File: config.mk
export PLATFORM = sky130hd
export DESIGN_NAME = a0_uart_tx
export DESIGN_NICKNAME = d
export VERILOG_FILES = /design/src/rtl/a0_uart_tx.sv
export SDC_FILE = /design/constraint.sdc
export NUM_CORES = 1
export LEC_CHECK = 0
export ABC_CLOCK_PERIOD_IN_PS = 5700
export CORE_MARGIN = 1
export CORE_UTILIZATION = 37
export CTS_CLUSTER_SIZE = 28
export DETAILED_ROUTE_END_ITERATION = 10
export HOLD_SLACK_MARGIN = 0.15
export PLACE_DENSITY_LB_ADDON = 0.3
export SLEW_MARGIN = 20
export SYNTH_ARGS = -nofsm -noshare
export SYNTH_HDL_FRONTEND = slang
export SYNTH_SLANG_ARGS = --single-unit
File: constraint.sdc
create_clock -name clk -period 5.7 [get_ports clk]
set_input_delay 1.71 -clock clk [delete_from_list [all_inputs] [get_ports clk]]
set_output_delay 1.71 -clock clk [all_outputs]
set_load 0.02 [all_outputs]
File: src/rtl/a0_uart_tx.sv
// a0_uart_tx: queues every change of the CPU a0 value and streams it LSB-byte-first over a UART line.
// Build option: define A0TX_PARITY_EN for 8E1 framing (even parity bit between data and stop).
module a0_uart_tx #(
  parameter int CLKS_PER_BIT = 16,
  parameter int FIFO_DEPTH = 4
) (
  input  logic                          clk,
  input  logic                          rst,
  input  logic [31:0]                   a0,
  output logic                          tx,
  output logic                          tx_busy,
  output logic [$clog2(FIFO_DEPTH):0]   fifo_level,
  output logic                          overflow
);
  localparam int PW = $clog2(FIFO_DEPTH);
  localparam int LW = PW + 1;
  localparam int CW = $clog2(CLKS_PER_BIT);
`ifdef A0TX_PARITY_EN
  typedef enum logic [2:0] {IDLE, START, DATA, PARITY, STOP} state_t;
  logic par;
`else
  typedef enum logic [1:0] {IDLE, START, DATA, STOP} state_t;
`endif
  state_t state;
  logic [31:0] mem [FIFO_DEPTH];
  logic [31:0] prev_a0, sh;
  logic [PW-1:0] wr_ptr, rd_ptr;
  logic [CW-1:0] cnt;
  logic [2:0] bit_idx;
  logic [1:0] byte_idx;
  logic push, pop, full, do_push, tick;
  always_comb begin
    push = a0 != prev_a0;
    pop = (state == IDLE) && (fifo_level != '0);
    full = fifo_level == LW'(FIFO_DEPTH);
    do_push = push && (!full || pop);
    tick = cnt == CW'(CLKS_PER_BIT - 1);
  end
  always_ff @(posedge clk)
    if (!rst && do_push) mem[wr_ptr] <= a0;
  always_ff @(posedge clk) begin
    if (rst) begin
      state <= IDLE;
      tx <= 1'b1;
      tx_busy <= 1'b0;
      fifo_level <= '0;
      overflow <= 1'b0;
      prev_a0 <= '0;
      wr_ptr <= '0;
      rd_ptr <= '0;
      cnt <= '0;
      bit_idx <= '0;
      byte_idx <= '0;
      sh <= '0;
`ifdef A0TX_PARITY_EN
      par <= 1'b0;
`endif
    end else begin
      prev_a0 <= a0;
      if (do_push) wr_ptr <= wr_ptr + 1'b1;
      if (pop) rd_ptr <= rd_ptr + 1'b1;
      if (push && !do_push) overflow <= 1'b1;
      fifo_level <= fifo_level + LW'(do_push) - LW'(pop);
      cnt <= tick ? '0 : cnt + 1'b1;
      case (state)
        IDLE: if (pop) begin
          sh <= mem[rd_ptr];
          byte_idx <= '0;
          cnt <= '0;
          tx <= 1'b0;
          tx_busy <= 1'b1;
          state <= START;
        end
        START: if (tick) begin
          bit_idx <= '0;
          tx <= sh[0];
`ifdef A0TX_PARITY_EN
          par <= 1'b0;
`endif
          state <= DATA;
        end
        DATA: if (tick) begin
          sh <= sh >> 1;
`ifdef A0TX_PARITY_EN
          par <= par ^ sh[0];
          tx <= (bit_idx == 3'd7) ? par ^ sh[0] : sh[1];
          state <= (bit_idx == 3'd7) ? PARITY : DATA;
`else
          tx <= (bit_idx == 3'd7) ? 1'b1 : sh[1];
          state <= (bit_idx == 3'd7) ? STOP : DATA;
`endif
          bit_idx <= bit_idx + 1'b1;
        end
`ifdef A0TX_PARITY_EN
        PARITY: if (tick) begin
          tx <= 1'b1;
          state <= STOP;
        end
`endif
        STOP: if (tick) begin
          tx <= (byte_idx == 2'd3);
          tx_busy <= (byte_idx != 2'd3);
          byte_idx <= byte_idx + 1'b1;
          state <= (byte_idx == 2'd3) ? IDLE : START;
        end
        default: state <= IDLE;
      endcase
    end
  end
endmodule

==> key figures <==
Logic synthesis
  • Synthesized net count: roughly 600
  • Async S/R FF share, synth: 0%
  • Ys flop type: edfxtp_1
  • Syn Inst Count: around 540
  • Post-synthesis mux area share: 12.8%
  • EDFF count, synth: roughly 130
  • XOR/XNOR Fraction of Synth Area: under 10%
  • Synthesized flop and latch total: roughly 220
  • Adder-cell share of the synthesized area: about 2.3%
  • Synthesized area: between 8000 and 9000 um2
  • Complex-gate fraction of the synthesized area: roughly 4.9%
  • Syn. warnings: 0
  • Avg Cell Area, Syn: about 16 um2
  • Library cells used by synthesis: 43
  • Register area share after synthesis: about two thirds
  • Synth Area in Simple Gates: 7.29%
  • Main combinational cell family by area after synthesis: multiplexers

Global routing
  • Largest net degree at the start of global routing: just over 60
  • Initial antenna violation count: 0
  • Congestion Overflow GR: 0
  • First-pass GRT wire length: around 26,000 um
  • Tot GR Track Use: 14.3%
  • Vias in the first global route: approximately 4,600

Cells and area
  • Area of the multi-input gates: between 2000 and 3000 um2
  • Layout cell share with drive strength beyond 1: between 10 and 15%
  • Layout area overhead: 17.3%
  • Register area: around 5600 um2
  • Nets: around 630
  • Fillers: 1,945
  • Antenna cells: 0

Route
  • Drt total wl: 16,200 um
  • Top Layer Used: met4
  • Routed length on met2: between 8000 and 9000 um
  • Iter 0 DRT Violations: roughly 180
  • Vias: 4,424
  • DRT antenna net count: 0
  • 1st-pass router iterations: 7
  • Met3 WL: approximately 660 um
  • Per-cell routed wire length: ~18 um
  • Routed vias/inst: about 5.0
  • DR DRC count: 0
  • Met1 WL: between 7000 and 8000 um

Place
  • PortBufs: 39
  • Final GP Congestion: about 0.7
  • Setup slack at placement: 0.779 ns
  • Final HPWL DP: between 9000 and 10,000 um

Setup path
  • Worst Path Required: between 6 and 7 ns
  • Kind of critical path: in -> reg
  • Crit-path cells: clkdlybuf4s50_1 > xor2_1 > nor4_1 > nand4_1 > o21ai_4 > o21ai_0 > ha_1 > fa_1 > xnor2_1 > xnor2_1 > nor2_1
  • Top delay family on crit path: simple AND/OR/NAND/NOR gates
  • Most frequent CP cell: xnor2_1
  • Worst Path Buf+Inv: 1
  • Worst setup EP type: flip-flop
  • Setup crit start kind: primary input
  • CP Data Arrival Time: 4.75 ns
  • CP max-delay cell: nor4_1
  • Slowest cell delay on critical path: ~0.60 ns
  • Crit Path Max Fanout: 7

Clock tree
  • Hold_buf cts: 0
  • Worst-Skew Late Latency: approximately 0.5 ns
  • # Post-CTS Setup Buffers: 0
  • CTS tree: yes
  • Clock Tree Buf Depth: 3
  • CTS Sinks: roughly 220
  • Clk slew on worst S/H paths: approximately 0.06 ns
  • H-tree levels: 1
  • Root Buffer: clkbuf_16
  • CTS Buf Count: 23
  • PostCTS Resize Cnt: 0

Floorplan
  • Initial core utilization: about two fifths
  • I/O pin cnt: 40
  • Die extent in x: around 150 um
  • Core footprint: 22,000 um2
  • Die Area: around 23,000 um2
  • Num rows: 54
  • Die Ht: roughly 150 um

STA
  • Max Clock Skew: between 0.006 and 0.007 ns
  • # setup viols final: 0
  • Final Critical Period: approximately 4.4 ns
  • Worst Slack Setup Final: ~1.3 ns
  • Hold Vio Cnt, Final: 0
  • Unrepaired setup endpoints after global routing: false
  • FMAX: ~230 MHz
  • Final worst path period share: between 70 and 80%
  • Slew HR: between 50% and 60%
  • Pins Over Slew Limit: 0
  • Worst-margin pin slew: 0.705 ns
  • Fin Setup TNS: 0 ns

Flow run
  • Max-cap violations: 0

Pwr
  • Worst vdd ir: roughly 250 uV
  • Leakage: ~3.4 nW
  • Pwr/cell area: just under 500 nW/um2
  • PnR Total Power: between 4 and 5 mW

Min path
  • Min-Delay Path Class: reg -> reg

Status
  • Status: complete, no violations
path summary, 6_finish.rpt:
kind	cells past startpoint	slack [ns]	startpoint	end
max	11	1.31	a0[21]	fifo_level[2]
min	2	0.45	overflow	overflow
max reg2reg	10	2.75	prev_a0[21]	fifo_level[2]
min reg2reg	2	0.45	overflow	overflow
routing by layer:
layer | vias to the layer above | global-route usage, %
met1 | 2216 | 18.3
met2 | 81 | 25.3
met3 | 23 | 2.19
li1 | 2104 | -
met5 | - | 0
met4 | 0 | 3.66
where the power goes:
| group | internal (mW) | switching, mW |
|---|---|---|
| logic | 0.582 | 0.724 |
| registers | 1.90 | 0.111 |
| clock network | 0.867 | 0.571 |
| total | 3.35 | 1.41 |
flip-flops by register name, summed over array words and instances, names as in the netlist, 2 cells and up, named ones only:
| register | cells |
|---|---|
| mem | 128 |
| prev_a0 | 32 |
| sh | 32 |
| cnt | 4 |
| bit_idx | 3 |
| fifo_level | 3 |
| byte_idx | 2 |
| rd_ptr | 2 |
| state | 2 |
| wr_ptr | 2 |
final cells by class:
cell class              instances  share of cell area (%)
multi-input cells             287                    26.9
repair buffers                 49                    4.89
clock buffers                  30                    6.43
flip-flops and latches        215                    56.8
inverters                       8                   0.306
well taps                     280                    3.56
clock inverters                12                    1.07
per-stage QoR:
step	hold slack, ns	cell area, um2	util (%)	cells
after global routing	0.492	9830	44.6	881
after detailed placement	0.447	9060	41.1	838
final	0.454	9830	44.6	881
after CTS	0.455	9800	44.5	880
after floorplan	0.430	8380	-	538
after global placement	0.443	9060	41.1	838
cell families after synthesis:
family | after synthesis
buf+inv | 36
flops | 215
compound gates | 54
simple gates | 113
fa+ha+maj | 15
mux | 67
xor+xnor | 38
worst min-delay path: cells and delay by family (launching register included):
family / cells / cell delay [ns]
buffers and inverters: 1 / 0.05
AO/OA/AOI/OAI: 1 / 0.05
flip-flops: 1 / 0.31
layout by cell type, fill, tap and decap left out, drive strengths merged, types with 5 or more instances in the layout:
master | synthesis | layout
clkbuf | 12 | 30
nor2b | 35 | 35
a21oi | 5 | 5
clkinv | 0 | 9
dfxtp | 87 | 87
mux4 | 32 | 32
o21ai | 5 | 5
xor2 | 34 | 34
nand2b | 5 | 5
clkdlybuf4s50 | 0 | 38
ha | 14 | 14
buf | 16 | 11
mux2i | 34 | 34
a211oi | 33 | 33
inv | 8 | 9
nor4 | 8 | 8
edfxtp | 128 | 128
nor2 | 46 | 46
synthesized netlist by cell type (all sizes together) (2+ instances only):
cell | count | share of area [%]
xor2 | 34 | 3.6
nand3 | 2 | 0.12
nor3b | 4 | 0.36
clkbuf | 12 | 0.54
mux4 | 32 | 8.6
dfxtp | 87 | 21
nor3 | 3 | 0.18
xnor2 | 4 | 0.42
nand2 | 2 | 0.12
nor2b | 35 | 2.6
o21ai | 5 | 0.43
nand2b | 5 | 0.37
a32oi | 2 | 0.21
nand4 | 2 | 0.15
a211oi | 33 | 3.0
nor2 | 46 | 2.1
o21bai | 2 | 0.18
mux2i | 34 | 4.1
nor4 | 8 | 0.60
inv | 8 | 0.36
buf | 16 | 1.1
a22oi | 2 | 0.18
a21oi | 5 | 0.43
edfxtp | 128 | 46
ha | 14 | 2.1
(Power assumes the default switching activity.)
